### config.mk
export PLATFORM = sky130hd
export DESIGN_NAME = data_memory_arbiter
export DESIGN_NICKNAME = d
export VERILOG_FILES = /design/src/rtl/data_memory_arbiter.sv
export SDC_FILE = /design/constraint.sdc
export NUM_CORES = 1
export LEC_CHECK = 0
export CORE_ASPECT_RATIO = 1.5
export CORE_MARGIN = 2
export CORE_UTILIZATION = 36
export CTS_CLUSTER_DIAMETER = 40
export DETAILED_ROUTE_END_ITERATION = 8
export HOLD_SLACK_MARGIN = 0.05
export PLACE_DENSITY_LB_ADDON = 0.12
export SYNTH_ARGS = -nofsm -noshare
export SYNTH_HDL_FRONTEND = slang
export SYNTH_SLANG_ARGS = --single-unit
### constraint.sdc
create_clock -name clk -period 1.9 [get_ports clk]
set_input_delay 0.38 -clock clk [delete_from_list [all_inputs] [get_ports clk]]
set_output_delay 0.38 -clock clk [all_outputs]
set_load 0.03 [all_outputs]
### src/rtl/data_memory_arbiter.sv
`default_nettype none
// ============================================================================
//  Module   : data_memory_arbiter
//  Purpose  : Two-port round-robin arbiter in front of a single-port data
//             memory (combinational read, posedge write). Each access takes
//             one ACCESS cycle followed by one DONE cycle that pulses the
//             owner's ack together with its registered read data.
//  Revision : 1.0 - initial release
// ============================================================================
module data_memory_arbiter #(
    parameter int DATA_WIDTH = 32,
    parameter int ADDR_WIDTH = 8
) (
    input  logic                  clk,
    input  logic                  reset,
    // port 0: processor load/store path
    input  logic                  req0,
    input  logic                  we0,
    input  logic [ADDR_WIDTH-1:0] addr0,
    input  logic [DATA_WIDTH-1:0] wdata0,
    output logic [DATA_WIDTH-1:0] rdata0,
    output logic                  ack0,
    // port 1: debug/loader path
    input  logic                  req1,
    input  logic                  we1,
    input  logic [ADDR_WIDTH-1:0] addr1,
    input  logic [DATA_WIDTH-1:0] wdata1,
    output logic [DATA_WIDTH-1:0] rdata1,
    output logic                  ack1,
    // memory side
    output logic [ADDR_WIDTH-1:0] mem_addr,
    output logic [DATA_WIDTH-1:0] mem_wdata,
    output logic                  mem_write,
    output logic                  mem_read,
    input  logic [DATA_WIDTH-1:0] mem_rdata,
    output logic                  busy
);

    localparam logic [1:0] S_IDLE   = 2'd0;
    localparam logic [1:0] S_ACCESS = 2'd1;
    localparam logic [1:0] S_DONE   = 2'd2;

    logic [1:0]            r_state;
    logic [1:0]            w_next_state;
    logic                  r_owner;
    logic                  w_next_owner;
    logic                  r_last;
    logic [DATA_WIDTH-1:0] r_rdata0;
    logic [DATA_WIDTH-1:0] r_rdata1;
    logic                  r_ack0;
    logic                  r_ack1;

    // Owner-selected request fields; the arbiter never alters address/data.
    logic                  w_own_we;
    logic [ADDR_WIDTH-1:0] w_own_addr;
    logic [DATA_WIDTH-1:0] w_own_wdata;
    logic                  w_own_req;
    logic                  w_other_req;

    assign w_own_we    = r_owner ? we1    : we0;
    assign w_own_addr  = r_owner ? addr1  : addr0;
    assign w_own_wdata = r_owner ? wdata1 : wdata0;
    assign w_own_req   = r_owner ? req1   : req0;
    assign w_other_req = r_owner ? req0   : req1;

    // State register: current state and the port that owns the memory.
    always_ff @(posedge clk) begin
        if (!reset) begin
            r_state <= S_IDLE;
            r_owner <= 1'b0;
        end else begin
            r_state <= w_next_state;
            r_owner <= w_next_owner;
        end
    end

    // Next-state logic: round-robin grant in IDLE, back-to-back hand-off in DONE.
    always_comb begin
        w_next_state = r_state;
        w_next_owner = r_owner;
        case (r_state)
            S_IDLE: begin
                if (req0 || req1) begin
                    w_next_state = S_ACCESS;
                    // On contention the port that did not go last wins.
                    w_next_owner = (req0 && req1) ? ~r_last : req1;
                end
            end
            S_ACCESS: begin
                w_next_state = S_DONE;
            end
            S_DONE: begin
                if (w_other_req) begin
                    w_next_state = S_ACCESS;
                    w_next_owner = ~r_owner;
                end else if (w_own_req) begin
                    w_next_state = S_ACCESS;
                end else begin
                    w_next_state = S_IDLE;
                end
            end
            default: begin
                w_next_state = S_IDLE;
                w_next_owner = 1'b0;
            end
        endcase
    end

    // Access bookkeeping: fairness history, read-data capture and ack pulse.
    always_ff @(posedge clk) begin
        if (!reset) begin
            r_last   <= 1'b1;
            r_rdata0 <= '0;
            r_rdata1 <= '0;
            r_ack0   <= 1'b0;
            r_ack1   <= 1'b0;
        end else begin
            // ACCESS always moves to DONE, so the ack lands exactly in DONE.
            r_ack0 <= (r_state == S_ACCESS) && !r_owner;
            r_ack1 <= (r_state == S_ACCESS) &&  r_owner;
            if (r_state == S_ACCESS) begin
                r_last <= r_owner;
                if (!w_own_we) begin
                    if (r_owner) begin
                        r_rdata1 <= mem_rdata;
                    end else begin
                        r_rdata0 <= mem_rdata;
                    end
                end
            end
        end
    end

    // Output logic: memory pins are only driven during ACCESS.
    always_comb begin
        mem_addr  = '0;
        mem_wdata = '0;
        mem_write = 1'b0;
        mem_read  = 1'b0;
        if (r_state == S_ACCESS) begin
            mem_addr  = w_own_addr;
            mem_wdata = w_own_wdata;
            // Gating with reset keeps a write from committing on a reset edge.
            mem_write = w_own_we & reset;
            mem_read  = ~w_own_we;
        end
    end

    assign busy   = (r_state == S_ACCESS) || (r_state == S_DONE);
    assign ack0   = r_ack0;
    assign ack1   = r_ack1;
    assign rdata0 = r_rdata0;
    assign rdata1 = r_rdata1;

endmodule
`default_nettype wire

# == Word-level counts from Yosys, hierarchy flattened ==
# Cells that the tools add are included.
# classes
mux,17
eq_ne,4
n_reduce_logical,10
bitwise_logic,5
# op_table
op,n
32-bit two-way mux,2
8-bit two-way mux,2
1-bit two-way mux,10
3-bit AND reduction,3
2-bit case mux with 3 select lines,1
"2-bit != test, second input constant",2
1-bit inverter,4
1-bit logical AND,3
1-bit case mux with 3 select lines,1
"2-bit by 1-bit equality test with 1-bit output, second input constant",1
"2-bit equality test, second input constant",1
2-bit logical NOT,1
1-bit logical OR,2
2-bit two-way mux,1
1-bit bitwise AND,1
1-bit logical NOT,1
# word_totals
input_bits,118
output_inout_bits,109
word_cells,43
ff_bits,70

# == Logic depth before layout (Yosys ltp) ==
# logic_depth
ltp_word,4
depth_mapped,8
mapped_depth_nobuf,5

# == Worst setup path before layout ==
# No wires, ideal clock.
# synth_path
kind,register to output
startpoint,register r_state[1]
endpoint,output mem_read
path_stages_with_launch,8
path_buffers,3
slack_ps,47
arrival_time_ps,1473
t_required_ps,1520
path_cell_list,dfxtp_1 inv_1 ha_1 buf_4 or3b_1 buf_2 buf_6 nand2_1
# synth_via
elab_chain_cells,2
# synth_lines
item,line,text
start: declaration,43,logic [1:0] r_state;
start signal: assignment,72,r_state <= w_next_state;
2-bit by 1-bit equality test with 1-bit output,140,if (r_state == S_ACCESS) begin
1-bit two-way mux,140,
end: declaration,34,"output logic mem_read,"
# Every way passes these cells.

# == Worst setup path after layout ==
# layout_path
startpoint,register r_state[1]
endpoint,output mem_wdata[5]
# layout_via
elab_chain_cells,2
# layout_lines
item,line,text
2-bit by 1-bit equality test with 1-bit output,140,
32-bit two-way mux,140,
end: declaration,32,"output logic [DATA_WIDTH-1:0] mem_wdata,"
# Every way passes these cells.

==> metrics.csv <==
stage;metric;value;unit
run;cap_violations;0;
route;viasPerCell;4.80;
worst_setup_path;cp-start-kind;register;
floorplanning;start_util;36.5;%
power;powerDensity;762;nW/um^2
clocking;clock_path_buffers;2;
logic_synthesis;synth_compound_area_share;16.0;%
route;drt-initial-drc-count;124;
global_route;grt_antenna_before_repair;0;
clocking;tritoncts;yes;
worst_setup_path;cp_max_fo;23;
logic_synthesis;avgSynthCellArea;8.14;sq um
sta;report.final.slew_viol_count;0;
finish;instances_no_fill;749;
logic_synthesis;yosysMostFrequentCell;nand2_1;
finish;finalNetCount;754;
worst_setup_path;cp_data_arrival_time;1490;ps
route;firstDrtPassIters;4;
worst_setup_path;critical_path.top_delay_family;buffers and inverters;
worst_setup_path;cpMaxStageDelayCell;dfxtp_4;
clocking;root_buffer;clkbuf_16;
logic_synthesis;synth_edf_count;0;
floorplanning;dieArea;10100;sq um
global_route;grt_util_all_layers;20.8;%
min_path;hp-class;input port to register;
route;vias;3595;
global_route;grt_max_degree;37;
clocking;cts.clk_slew.worst_paths;60;ps
sta;timing.fmax;536;MHz
status;outcome;finished clean;
route;route.detailed.drc;0;
global_route;overflow;0;
logic_synthesis;synthTopCellsByArea;dfxtp_1, nand2_1, mux2i_1;
placement;portBuffers;226;
floorplanning;die_w;82.6;microns
worst_setup_path;worstSetupPathType;register to output port;
worst_setup_path;critPathCaptureType;output port;
route;routed_wl;10.6;mm
placement;post-place-cells;731;
logic_synthesis;ys_seq_area_share;42.0;%
logic_synthesis;yosysTopAreaCellShare;42.0;%
sta;worst_pin_slew;374;ps
clocking;cts_buffers;9;
sta;hold_viol;0;
logic_synthesis;netlist_area;3340;sq um
worst_setup_path;critical_path_buf_inv_count;4;
logic_synthesis;synth.net_count;532;
logic_synthesis;yosysWarnings;0;
route;wl_per_cell;14.1;microns
logic_synthesis;yosys.area.top_type;dfxtp_1;
worst_setup_path;worst-path-stages;6;
finish;drive_above_1_share;15.2;%
floorplanning;rows;43;
sta;finalSetupViolCount;0;
global_route;grt_pass1_vias;3339;
logic_synthesis;synth_top_family_by_area;simple AND/OR/NAND/NOR gates;
finish;diodes;0;
logic_synthesis;muxShareOfSynthArea;12.3;%
sta;fin_skew;5.37;ps
floorplanning;core_area;9150;sq um
finish;fin_util;66.5;%
worst_setup_path;ff2ff_path_depth;7;
worst_setup_path;required;1520;ps
logic_synthesis;synth_commonest_cells;nand2_1, dfxtp_1, nor2_1, mux2i_1, a21boi_1;
logic_synthesis;async_reset_ff_share;0;%
clocking;clk_latency;330;ps
min_path;whs_path_depth;2;
worst_setup_path;cp_cell_sequence;inv_4, ha_4, clkinvlp_4, buf_12, nor2_1, buf_4;
logic_synthesis;ys_ff_latch;70;
logic_synthesis;yosys_most_used_dff;dfxtp_1;
route;drtAntennaViolNets;0;
clocking;cts.sinks;70;
floorplanning;pin_count;227;
logic_synthesis;synth-xor-area-share;0;%
worst_setup_path;cp_slowest_stage_delay;350;ps
logic_synthesis;postSynthCellCount;410;
power;peakVddDrop;643;uV
sta;slew_headroom;75.0;%
sta;post-route-min-period;1870;ps
floorplanning;fp.dieH;122;microns
sta;fin_crit_sh;98.2;%
finish;area_growth;82.3;%
clocking;cts_max_level;3;
sta;rsz0062_at_grt;yes;
placement;dpl.hpwl;8.10;mm
global_route;grt_first_pass_wirelength;15.9;mm
logic_synthesis;synth_cell_types;28;
logic_synthesis;synth-simple-area-share;22.2;%
clocking;ctsHoldBuffers;0;
power;p_leak;2.26;nW
placement;gp_congestion;0.801;
logic_synthesis;synth_fa_ha_area_share;1.50;%
state kept, by name (all words and copies together), names as in the netlist:
| register | cells |
|---|---|
| ack0 | 1 |
| ack1 | 1 |
| r_last | 1 |
| r_owner | 1 |
| r_state | 2 |
| rdata0 | 32 |
| rdata1 | 32 |
kinds of logic (layout without fill, tap and decap cells):
| group | after synthesis | count (layout) |
|---|---|---|
| buffers and inverters | 37 | 264 |
| DFF | 70 | 70 |
| muxes | 41 | 41 |
| AOI/OAI and AO/OA | 72 | 72 |
| and+or+nand+nor | 186 | 186 |
| adders and majority gates | 4 | 4 |
metrics by stage:
stage | area [sq um] | hold WS, ps | power, mW | TNS, ps | setup slack [ps]
6_report | 6080 | 315 | 4.63 | 0 | 34.3
5_1_grt | 6080 | 335 | 4.84 | -1030 | -51.1
4_1_cts | 5980 | 304 | 4.63 | 0 | 7.12
3_5_place_dp | 5620 | 446 | 2.82 | 0 | 74.7
3_3_place_gp | 5620 | 440 | 2.81 | 0 | 98.9
2_1_floorplan | 3340 | 429 | 2.24 | 0 | 46.5
what timing repair did:
action                     in CTS  in global routing
pin swaps                       0                  1
buffers inserted                0                  2
gates resized for setup        12                 31
setup endpoints to repair      42                 42
layout make-up:
type,instances,area (sq um)
fillers,812,3060
repair buffers,243,2390
multi-input cells,303,1790
flip-flops and latches,70,1410
clock buffers,10,239
well taps,112,140
clock inverters,6,85.1
inverters,5,25.0
placed cells by master, fill, tap and decap left out, types with 2 or more instances in the layout:
master / instances
a21boi_0: 27
a21boi_1: 39
a21oi_1: 2
and3_1: 2
buf_12: 5
buf_4: 42
buf_6: 11
bufinv_16: 2
clkbuf_16: 9
clkdlybuf4s50_1: 182
clkinv_2: 2
clkinvlp_4: 3
dfxtp_1: 67
dfxtp_4: 3
ha_1: 3
inv_1: 3
mux2i_1: 41
nand2_1: 130
nand3_1: 2
nor2_1: 32
nor2_2: 10
path summary, 6_finish.rpt:
path                                 from                      end  slack (ps)
setup / recovery  r_state[1]$_SDFFE_PN0P_             mem_wdata[5]          30
hold / removal                      reset      r_last$_SDFFE_PN1P_         310
setup reg to reg  r_state[1]$_SDFFE_PN0P_  rdata1[27]$_SDFFE_PN0P_         350
hold reg to reg   rdata0[14]$_SDFFE_PN0P_  rdata0[14]$_SDFFE_PN0P_         450
per-layer routing:
| metal | up-vias | track usage, % | part of all wire [%] |
|---|---|---|---|
| met5 | - | 0 | 0 |
| met4 | 0 | 9.22 | 2.8 |
| met3 | 18 | 5.93 | 7.4 |
| met2 | 160 | 37.3 | 53 |
| met1 | 1638 | 22.0 | 37 |
| li1 | 1779 | - | - |
report_power, final:
| part | switching (mW) | total (mW) | internal [mW] |
|---|---|---|---|
| sequential | 0.0402 | 1.57 | 1.53 |
| combinational | 0.646 | 1.28 | 0.631 |
| clock | 0.612 | 1.79 | 1.18 |
| total | 1.30 | 4.63 | 3.34 |
No activity file was read; power rests on OpenSTA's default activity.
